## src/rtl/bht_pkg.sv

```systemverilog
// rtl/bht_pkg.sv - shared types, defaults and counter helper for the branch history table
package bht_pkg;

    localparam int IDX_W_DEF = 5;
    localparam int CTR_W_DEF = 2;
    localparam int MAX_CTR_W = 8;

    typedef logic [0:0] state_t;
    localparam state_t ST_INIT = 1'b0;
    localparam state_t ST_RUN  = 1'b1;

    // Saturating step of a counter held zero-extended in MAX_CTR_W bits; ctr_max is all-ones for the real width.
    function automatic logic [MAX_CTR_W-1:0] sat_update(
        input logic [MAX_CTR_W-1:0] ctr,
        input logic [MAX_CTR_W-1:0] ctr_max,
        input logic                 taken
    );
        if (taken) begin
            return (ctr == ctr_max) ? ctr : ctr + 8'd1;
        end
        return (ctr == '0) ? ctr : ctr - 8'd1;
    endfunction

endpackage

```

## src/rtl/bht_predictor_if.sv

```systemverilog
// rtl/bht_predictor_if.sv - fetch-side prediction and EX-side training signals
interface bht_predictor_if
    import bht_pkg::*;
#(
    parameter int IDX_W = IDX_W_DEF
);
    logic [IDX_W-1:0] pred_pc;
    logic             pred_taken;
    logic [IDX_W-1:0] pred_idx;
    logic             ready;
    logic             upd_valid;
    logic [IDX_W-1:0] upd_idx;
    logic             upd_taken;

    modport master (
        output pred_pc, upd_valid, upd_idx, upd_taken,
        input  pred_taken, pred_idx, ready
    );

    modport slave (
        input  pred_pc, upd_valid, upd_idx, upd_taken,
        output pred_taken, pred_idx, ready
    );
endinterface

```

## src/rtl/bht_sat_ctr_array.sv

```systemverilog
// rtl/bht_sat_ctr_array.sv - counter storage with one write port and two combinational read ports
module bht_sat_ctr_array #(
    parameter int IDX_W = 5,
    parameter int CTR_W = 2
) (
    input  logic             clk,
    input  logic             wr_en,
    input  logic [IDX_W-1:0] wr_idx,
    input  logic [CTR_W-1:0] wr_data,
    input  logic [IDX_W-1:0] rd_idx,
    output logic             rd_taken,
    input  logic [IDX_W-1:0] mod_idx,
    output logic [CTR_W-1:0] mod_data
);
    // Not reset: the init sweep in the parent clears every entry.
    logic [CTR_W-1:0] mem [1 << IDX_W];

    // Single synchronous write: init sweep or training update.
    always_ff @(posedge clk) begin
        if (wr_en) begin
            mem[wr_idx] <= wr_data;
        end
    end

    assign rd_taken = mem[rd_idx][CTR_W-1];
    assign mod_data = mem[mod_idx];

endmodule

```

## src/rtl/bht_predictor.sv

```systemverilog
// rtl/bht_predictor.sv - parametrised branch predictor; optional gshare hash under BHT_PREDICTOR_GSHARE_EN
module bht_predictor
    import bht_pkg::*;
#(
    parameter int             IDX_W    = IDX_W_DEF,
    parameter int             CTR_W    = CTR_W_DEF,
    parameter int             GHR_W    = 5,
    parameter logic [CTR_W-1:0] INIT_CTR = CTR_W'((1 << (CTR_W - 1)) - 1)
) (
    input  logic           clk,
    input  logic           rst_n,
    bht_predictor_if.slave bus
);
    localparam logic [IDX_W-1:0] LAST_IDX = '1;
    localparam logic [CTR_W-1:0] CTR_MAX  = '1;

    state_t           state;
    logic [IDX_W-1:0] init_ptr;
    logic [GHR_W-1:0] hist;
    logic             run;
    logic             pred_bit;
    logic [CTR_W-1:0] upd_ctr;
    logic             wr_en;
    logic [IDX_W-1:0] wr_idx;
    logic [CTR_W-1:0] wr_data;

    assign run = (state == ST_RUN);

    // Init sweep: one entry per clock, then move to RUN on the last write.
    always_ff @(posedge clk or negedge rst_n) begin
        if (!rst_n) begin
            state    <= ST_INIT;
            init_ptr <= '0;
        end else if (state == ST_INIT) begin
            init_ptr <= init_ptr + 1'b1;
            if (init_ptr == LAST_IDX) begin
                state <= ST_RUN;
            end
        end
    end

`ifdef BHT_PREDICTOR_GSHARE_EN
    // Non-speculative history: shifted only when a resolved branch trains the table.
    always_ff @(posedge clk or negedge rst_n) begin
        if (!rst_n) begin
            hist <= '0;
        end else if (run && bus.upd_valid) begin
            hist <= GHR_W'({hist, bus.upd_taken});
        end
    end
`else
    localparam logic [GHR_W-1:0] NO_HIST = '0;
    assign hist = NO_HIST;
`endif

    assign bus.pred_idx = bus.pred_pc ^ IDX_W'(hist);

    // Write port select: sweep entries during INIT, saturating training in RUN.
    always_comb begin
        wr_en   = 1'b0;
        wr_idx  = init_ptr;
        wr_data = INIT_CTR;
        if (!run) begin
            wr_en = 1'b1;
        end else if (bus.upd_valid) begin
            wr_en   = 1'b1;
            wr_idx  = bus.upd_idx;
            wr_data = CTR_W'(sat_update(MAX_CTR_W'(upd_ctr), MAX_CTR_W'(CTR_MAX), bus.upd_taken));
        end
    end

    bht_sat_ctr_array #(
        .IDX_W (IDX_W),
        .CTR_W (CTR_W)
    ) u_array (
        .clk      (clk),
        .wr_en    (wr_en),
        .wr_idx   (wr_idx),
        .wr_data  (wr_data),
        .rd_idx   (bus.pred_idx),
        .rd_taken (pred_bit),
        .mod_idx  (bus.upd_idx),
        .mod_data (upd_ctr)
    );

    assign bus.ready      = run;
    assign bus.pred_taken = run & pred_bit;

endmodule

```

## src/flat_wrapper.sv

```systemverilog
// flat-port wrapper written by rule: the top's interface ports become plain ports
module bht_predictor_flat import bht_pkg::*;
#(
    parameter int             IDX_W    = IDX_W_DEF,
    parameter int             CTR_W    = CTR_W_DEF,
    parameter int             GHR_W    = 5,
    parameter logic [CTR_W-1:0] INIT_CTR = CTR_W'((1 << (CTR_W - 1)) - 1)
)
  (clk, rst_n, bus_pred_pc, bus_upd_valid, bus_upd_idx, bus_upd_taken, bus_pred_taken, bus_pred_idx, bus_ready);
  bht_predictor_if #(.IDX_W(IDX_W)) bus_i ();
  input  logic clk;
  input  logic rst_n;
  input wire logic [$bits(bus_i.pred_pc)-1:0] bus_pred_pc;
  input wire logic [$bits(bus_i.upd_valid)-1:0] bus_upd_valid;
  input wire logic [$bits(bus_i.upd_idx)-1:0] bus_upd_idx;
  input wire logic [$bits(bus_i.upd_taken)-1:0] bus_upd_taken;
  output wire logic [$bits(bus_i.pred_taken)-1:0] bus_pred_taken;
  output wire logic [$bits(bus_i.pred_idx)-1:0] bus_pred_idx;
  output wire logic [$bits(bus_i.ready)-1:0] bus_ready;
  assign bus_i.pred_pc = bus_pred_pc;
  assign bus_i.upd_valid = bus_upd_valid;
  assign bus_i.upd_idx = bus_upd_idx;
  assign bus_i.upd_taken = bus_upd_taken;
  assign bus_pred_taken = bus_i.pred_taken;
  assign bus_pred_idx = bus_i.pred_idx;
  assign bus_ready = bus_i.ready;
  bht_predictor #(.IDX_W(IDX_W), .CTR_W(CTR_W), .GHR_W(GHR_W), .INIT_CTR(INIT_CTR)) u_core (.clk(clk), .rst_n(rst_n), .bus(bus_i));
endmodule
```

## config.mk

```make
export PLATFORM = sky130hd
export DESIGN_NAME = bht_predictor_flat
export DESIGN_NICKNAME = d
export VERILOG_FILES = /design/src/rtl/bht_pkg.sv /design/src/rtl/bht_predictor_if.sv /design/src/rtl/bht_sat_ctr_array.sv /design/src/rtl/bht_predictor.sv /design/src/flat_wrapper.sv
export SDC_FILE = /design/constraint.sdc
export NUM_CORES = 1
export LEC_CHECK = 0
export ABC_CLOCK_PERIOD_IN_PS = 2600
export CELL_PAD_IN_SITES_DETAIL_PLACEMENT = 0
export CELL_PAD_IN_SITES_GLOBAL_PLACEMENT = 1
export CORE_ASPECT_RATIO = 0.6
export CORE_UTILIZATION = 35
export CTS_CLUSTER_DIAMETER = 100
export DETAILED_ROUTE_END_ITERATION = 12
export PLACE_DENSITY = 0.68
export SLEW_MARGIN = 15
export SYNTH_ARGS = -nofsm -noshare
export SYNTH_HDL_FRONTEND = slang
export SYNTH_HIERARCHICAL = 1
export SYNTH_SLANG_ARGS = --single-unit
```

## constraint.sdc

```tcl
create_clock -name clk -period 2.6 [get_ports clk]
set_input_delay 0.78 -clock clk [delete_from_list [all_inputs] [get_ports clk]]
set_output_delay 0.78 -clock clk [all_outputs]
set_load 0.01 [all_outputs]
```

-- Yosys cells after proc, flatten, opt, wreduce, memory -nomap -nowiden
Memories as Yosys holds them, arrays and structs flattened.
Index checks and enable logic that the tools add are counted.
- $add $sub $neg: 3
- multiply operators: 0
- div/mod/pow operators: 0
- magnitude comparators: 0
- equal/unequal tests: 2
- shift operators: 0
- muxes and demuxes: 17
- bitwise operators: 1
- reductions and logical operators: 1
- operators with widths (operator ; number):
    $mux 2 ; 6
    $mux 5 ; 2
    $mux 1 ; 9
    $add 5x1->5 const B ; 1
    $eq 5x5->1 const B ; 1
    $add 2x1->2 const B ; 1
    $eq 2x2->1 const B ; 1
    $logic_not 2->1 ; 1
    $sub 2x1->2 const B ; 1
    $and 1x1->1 ; 1
- register bits after elaboration: 6
- bits in latches: 0
- memory bits (writable): 64
- ROM bits: 0
- input bits: 14
- output and inout bits: 7
- memories kept: 1
- memories (name ; words ; bits a word ; rd ports ; clocked after Yosys merged registers in ; write ports ; RTL line ; RTL):
    u_core.u_array.mem ; 32 ; 2 ; 2 ; 0 ; 1 ; bht_sat_ctr_array.sv:16 ; logic [CTR_W-1:0] mem [1 << IDX_W];

-- Longest topological paths before layout
Gate-level depths: netlist of the first run.
An unclocked memory read counts as a cell.
- depth in word-level cells: 7
- depth in mapped cells: 10
- gate-level depth less buffers: 8

-- By module
The synthesis of the first run kept the hierarchy.
- by module, submodules not included (module ; times used ; cells an instance ; area an instance (um2) ; sequential area each (um2)):
    bht_sat_ctr_array ; 1 ; 224 ; 3057.9 ; 1921.8
    bht_predictor ; 1 ; 37 ; 411.6 ; 150.1

-- Worst setup path before layout of the first run
OpenSTA, ideal clock, no wires.
- kind: input to register
- start point: input bus_upd_idx[0]
- end point: memory u_core.u_array.mem[0][1] (data pin)
- data arrival time: 2.753 ns
- data required time: 2.223 ns
- slack: -0.530 ns
- stages: 8
- cell sequence: buf_6 -> buf_8 -> mux2i_1 -> a22oi_1 -> nand2_1 -> o311ai_1 -> o21ai_0 -> a21oi_1
- longest elaborated chain between the ends: 7
- elaborated cells on any way between the ends: 11
- ends and longest elaborated chain (item ; RTL line ; RTL):
    start, declared ; flat_wrapper.sv:15 ; input wire logic [$bits(bus_i.upd_idx)-1:0] bus_upd_idx;
    $mem_v2 32x2 (*) ; n/a ;
    via u_core.upd_ctr[0] ; bht_predictor.sv:22 ; logic [CTR_W-1:0] upd_ctr;
    $add 2x1->2 / $eq 2x2->1 (equally long branches) ; bht_pkg.sv:19 ; return (ctr == ctr_max) ? ctr : ctr + 8'd1;
    $mux 2 ; bht_pkg.sv:19 ;
    $mux 2 ; bht_pkg.sv:18 ; if (taken) begin
    $mux 2 (*) ; bht_pkg.sv:21 ; return (ctr == '0) ? ctr : ctr - 8'd1;
    $mux 2 (*) ; bht_predictor.sv:65 ; end else if (bus.upd_valid) begin
    $mux 2 (*) ; bht_predictor.sv:63 ; if (!run) begin
    via u_core.wr_data[1] ; bht_predictor.sv:25 ; logic [CTR_W-1:0] wr_data;
    end, declared ; bht_sat_ctr_array.sv:16 ;
Mark *: on every way through the listed nets, which the timed path passes. The rest lies on a longest branch. The select of a mux whose other input is x is not followed.

-- Worst setup path after layout of the first run
- start point: input bus_pred_pc[1]
- end point: output bus_pred_taken
- longest elaborated chain between the ends: 2
- ends and longest elaborated chain (item ; RTL line ; RTL):
    start, declared ; flat_wrapper.sv:13 ; input wire logic [$bits(bus_i.pred_pc)-1:0] bus_pred_pc;
    $mem_v2 32x2 ; n/a ;
    via u_core.pred_bit ; bht_predictor.sv:21 ; logic pred_bit;
    $and 1x1->1 ; bht_predictor.sv:87 ; assign bus.pred_taken = run & pred_bit;
    end, declared ; flat_wrapper.sv:17 ; output wire logic [$bits(bus_i.pred_taken)-1:0] bus_pred_taken;
The timed path passes the listed nets, and every way through them passes these cells.

==> run summary, run 1 <==
gpl congestion: 0.8101
final worst slack: -0.2608 ns
synth-to-layout area growth: 35.49%
Post-Syn Instances: 261
full die area: 0.01033 mm²
TNS Setup: -3.356 ns
most numerous cell on the critical path: buf_12
dominant cell type by area after synthesis: edfxtp_1
number of flops mapped to enable cells by yosys: 64
Final Max Slew Viols: 0
# placed instances: 432
RSZ-0062 raised after global routing: yes
Residual DRC: 0
top-count cell post-synth: edfxtp_1
fin crit period: 2.861 ns
CTS sink cnt: 70
max-cap viol count: 0
clock slew at reported path FFs: 0.06 ns
Via density: 5.168
#FFs+latches synth: 70
Worst path slowest cell: a311o_1
top cells by area, synth: edfxtp_1 55%, mux2i_1 14%, dfrtp_1 4.3%
synthesis warning total: 6
TritonRoute pass-1 iters: 5
relative slew slack: 71.34%
Die H: 79.12 µm
syn avg cell area: 13.29 µm²
Seq/Total Area, Yosys: 59.72%
Routed Antenna Nets: 0
Synth cell types: 37
TritonCTS clock tree: done
Port Buffers: 20
Synth async-reset ratio: 8.571%
Data required, critical path: 1.82 ns
crit path kind: in2out
endpoint type of the worst setup path: primary output
hold buffers post-CTS: 0
largest net degree at the start of global routing: 17
Non-Filler Instances: 465
placeable core area: 0.009392 mm²
clk buf depth: 2
HP Start: u_core/init_ptr[3]
power per cell area: 600.1 mW/mm²
Cell Area, Placed: 0.004044 mm²
Peak VDD IR: 0.0003441 V
FP Rows: 27
initial antenna violation count: 0
f_max: 349.5 MHz
final instance area: 0.004701 mm²
share of cells above drive strength 1: 35.22%
DRT Wirelength: 9610 µm
failing checks: setup timing
Core Util, Final: 50.05%
startpoint class of the critical path: input port
Fin. Hold Viols: 0
max incr delay on CP: 0.30 ns
reg2reg start: u_core/u_array/mem[14][1]
total track usage: 20.52%
initial core utilization: 36.94%
final worst path period share: 110.0%
critical path, cell by cell: buf_12, buf_12, mux2i_2, a22oi_1, nand4b_1, a21oi_1, a311o_1, and2_4, buf_6
Worst EP arrival: 2.08 ns
die width: 130.5 µm
Post-synth top cells: 64 x edfxtp_1, 48 x mux2i_1, 35 x nor2_1
critical path startpoint: bus_pred_pc[1]
H-tree depth: 3
vias in the first global route: 2,349
Post-Syn Nets: 277
1st-iter DRT viols: 242
I/O pins: 21
crit-path max FO: 8
clock latency on the worst-skew pair: 0.33 ns
Final Setup Violations: 33
hpwl dp: 6100 µm
routed length per instance: 20.67 µm
Root Buffer: clkbuf_16
number of diodes: 0
status: finished with violations
Num CTS Buffers: 9
P_leak: 0.001776 µW
skew final: 0.009327 ns
# nets final: 347
Fin Hold WS: 0.4923 ns
Synth Flop Type: edfxtp_1
first-pass GRT wire length: 14,490 µm
total gr overflow: 0
via count: 2,403
mapped cell area: 0.003470 mm²
Worst-Margin Slew: 0.4292 ns
Hold Crit Class: reg2reg
top cell type's share of synthesized area: 55.39%
-- metrics by stage --
step                worst slack, ns  total power, µW
global route                -0.3053             2922
CTS                         -0.2433             2815
floorplan                  0.004448             1444
finish                      -0.2608             2821
detailed placement           -1.119             1574
global placement             -1.077             1570
-- flip-flops by register name (all words and copies together), names as in the netlist --
name                count
u_core/u_array/mem     64
u_core/bus.ready        1
u_core/init_ptr         5
-- logic make-up after synthesis --
logic type | synth area share, %
multiplexers | 16.12
AND/OR/NAND/NOR | 12.08
flip-flops | 59.72
adder cells (fa/ha/maj) | 1.046
buffers and inverters | 4.002
XOR/XNOR | 0.7574
AO/OA/AOI/OAI | 6.275
-- path summary, 6_finish.rpt --
kind	depth (start not counted)	endpoint	slack, ns
min in group asynchronous	1	u_core/bus.ready	0.68
hold reg to reg	1	u_core/init_ptr[3]	0.49
hold / removal	1	u_core/init_ptr[3]	0.49
max in group asynchronous	1	u_core/init_ptr[0]	1.70
setup reg to reg	7	u_core/u_array/mem[18][0]	0.15
setup / recovery	9	bus_pred_taken	-0.26
-- worst max-delay path: cells and delay by family --
family | cells | cell delay, ns
AO/OA/AOI/OAI | 3 | 0.46
buffers and inverters | 3 | 0.33
AND/OR/NAND/NOR | 2 | 0.28
multiplexers | 1 | 0.22
-- what timing repair did --
item | 4_1_cts | 5_1_grt
gates resized for setup | 75 | 11
buffers inserted | 10 | 2
setup endpoints to repair | 70 | 74
pin swaps | 23 | 8
gates cloned | 6 | 0
-- cells in the final DEF, fill, tap and decap left out, drive strengths merged, types with 4 or more instances in the layout --
cell type,instances
nor2b,4
a22oi,18
dlygate4sd2,4
edfxtp,64
nand4b,4
mux2i,48
nand3b,5
clkdlybuf4s50,9
nor2,36
a21oi,7
dfrtp,6
clkbuf,11
nand2,15
nand3,4
mux2,7
buf,58
or2,5
-- report_power, final --
part | internal, µW | leakage (µW) | switching [µW]
Sequential | 1260 | 0.000651 | 3.29
Combinational | 191 | 0.000986 | 204
Clock | 735 | 0.000139 | 431
-- metal layers --
metal,vias up,share of wire [%],global-route usage [%]
met5,-,0,0
met4,0,1.8,7.931
met3,14,7.4,8.221
met2,84,39,25.50
met1,1173,52,30.73
li1,1132,-,-
-- area by class of cell --
cell class	count	area, µm²
clock inverters	4	48.80
well taps	130	162.7
clock buffers	11	232.7
fillers	834	4691
flip-flops and latches	70	2072
multi-input cells	178	1465
inverters	1	3.754
repair buffers	71	715.7
No activity file was read; power rests on OpenSTA's default activity.
==> run 2: changes to the inputs <==
--- a/config.mk
+++ b/config.mk
@@ -18,3 +18,4 @@
 export SYNTH_HDL_FRONTEND = slang
 export SYNTH_HIERARCHICAL = 1
 export SYNTH_SLANG_ARGS = --single-unit
+export TNS_END_PERCENT = 10
==> constraint.sdc (replaced) <==
create_clock -name clk -period 2.6 [get_ports clk]
set_input_delay 0.78 -clock clk [delete_from_list [all_inputs] [get_ports clk]]
set_output_delay 0.78 -clock clk [all_outputs]
set_load 0.05 [all_outputs]
==> run 2 against run 1 <==
Compared with the run above: setup slack got worse by 0.12 ns; routed wire length decreased by 0.11%; clock skew fell by 0.0033 ns; clock power is essentially flat; the flow still finishes with violations (setup timing); global-route usage decreased by 0.26 points; core utilization rose by 2.2 points; largest cell class unchanged; maximum frequency decreased by 4.1%; largest power group unchanged.
==> run summary, run 2 (synthesized netlist as in run 1, its figures left out) <==
Port Buffers: 20
Residual DRC: 0
relative slew slack: 66.74%
initial core utilization: 36.94%
commonest non-fill, non-tap cells in the layout: 64 x edfxtp_1, 48 x buf_4, 34 x nor2_1
gpl congestion: 0.8631
Clock power frac: 41.5%
# nets final: 356
DRT Wirelength: 9599 µm
share of cells above drive strength 1: 40.29%
crit path kind: in2out
critical path depth: 9
full die area: 0.01033 mm²
failing checks: setup timing
Final Max Slew Viols: 0
max incr delay on CP: 0.36 ns
Buf/Inv on CP: 3
Final Setup Violations: 33
Peak VDD IR: 0.0004312 V
hold path depth: 1
skew final: 0.006015 ns
synth-to-layout area growth: 41.51%
P_leak: 0.001841 µW
total track usage: 20.25%
TritonRoute pass-1 iters: 4
Non-Filler Instances: 475
storage element area: 0.002072 mm²
critical path, cell by cell: buf_12, buf_12, mux2i_2, a22oi_1, nand4b_1, a21oi_1, a311o_1, and2_4, buf_8
largest net degree at the start of global routing: 17
die width: 130.5 µm
fin crit period: 2.982 ns
power per cell area: 589.8 mW/mm²
clock latency on the worst-skew pair: 0.34 ns
RSZ-0062 raised after global routing: yes
endpoint type of the worst setup path: primary output
Worst EP arrival: 2.20 ns
Worst path slowest cell: a311o_1
clk buf depth: 2
filler cell count: 845
number of flip-flops in the largest register: 64
TritonCTS clock tree: done
f_max: 335.3 MHz
1st-iter DRT viols: 170
crit-path max FO: 7
TNS Setup: -4.917 ns
internal power: 2215 µW
hpwl dp: 6601 µm
total gr overflow: 0
area of the multi-input gates: 0.001481 mm²
max-cap viol count: 0
Worst-Margin Slew: 0.4981 ns
Root Buffer: clkbuf_16
Logic pwr share: 15.1%
vias in the first global route: 2,443
Data required, critical path: 1.82 ns
Top reg by flops: u_core/u_array/mem
Num CTS Buffers: 9
placeable core area: 0.009392 mm²
Routed Antenna Nets: 0
Via density: 5.133
P_sw: 680.9 µW
routed length per instance: 20.21 µm
commonest non-fill, non-tap cell in the layout: edfxtp_1
I/O pins: 21
Fin Hold WS: 0.5165 ns
# placed instances: 444
H-tree depth: 3
status: finished with violations
CTS sink cnt: 70
startpoint class of the critical path: input port
number of diodes: 0
FF-to-FF path depth: 8
Hold Crit Class: reg2reg
initial antenna violation count: 0
switch share: 23.52%
clock slew at reported path FFs: 0.05 ns
final worst path period share: 114.7%
most numerous cell on the critical path: buf_12
hold buffers post-CTS: 0
FP Rows: 27
first-pass GRT wire length: 14,430 µm
via count: 2,438
Die H: 79.12 µm
Crit path max-delay family: compound AO/OA/AOI/OAI gates
share of power burned in registers: 43.5%
final worst slack: -0.3820 ns
Fin. Hold Viols: 0
run 2: routing by layer:
| metal | wire, µm | up-vias | track usage, % |
|---|---|---|---|
| met5 | 0 | - | 0 |
| met4 | 146 | 0 | 7.816 |
| met3 | 803 | 15 | 5.795 |
| met2 | 4083 | 63 | 28.36 |
| met1 | 4565 | 1205 | 29.21 |
| li1 | - | 1155 | - |
run 2: final timing paths:
path,from,end,slack [ns]
max,bus_pred_pc[1],bus_pred_taken,-0.38
min,u_core/init_ptr[2],u_core/init_ptr[2],0.52
max reg2reg,u_core/u_array/mem[8][1],u_core/u_array/mem[28][0],0.20
min reg2reg,u_core/init_ptr[2],u_core/init_ptr[2],0.52
max in group asynchronous,rst_n,u_core/init_ptr[2],1.68
min in group asynchronous,rst_n,u_core/bus.ready,0.69
run 2: cell type report:
cell class                      instances  share of cell area (%)
Clock buffer                            9                   4.587
Clock inverter                          7                   1.529
Inverter                                1                 0.07645
Multi-Input combinational cell        175                   30.17
Sequential cell                        70                   42.20
Tap cell                              130                   3.313
Timing Repair Buffer                   83                   18.12
run 2: metrics by stage:
stage          utilization (%)  power (µW)  instance area [µm²]  setup WS [ns]
6_report                 52.28        2896                 4910        -0.3820
2_1_floorplan                -        1457                 3482        -0.1569
3_5_place_dp             44.67        1626                 4195        -0.9079
4_1_cts                  49.99        2884                 4695        -0.3476
3_3_place_gp             44.67        1622                 4195        -0.8882
5_1_grt                  52.28        2988                 4910        -0.4031
run 2: what timing repair did:
action                     4_1_cts  5_1_grt
gates cloned                     2        1
pin swaps                        9       12
gates resized for setup         55       36
buffers inserted                 4        8
setup endpoints to repair       65       68
run 2: power by group through the flow:
stage               Clock [µW]  Combinational (µW)  Sequential [µW]
floorplan                    0                 176             1280
CTS                       1230                 392             1260
finish                    1200                 436             1260
detailed placement           0                 344             1280
global route              1270                 461             1260
global placement             0                 341             1280
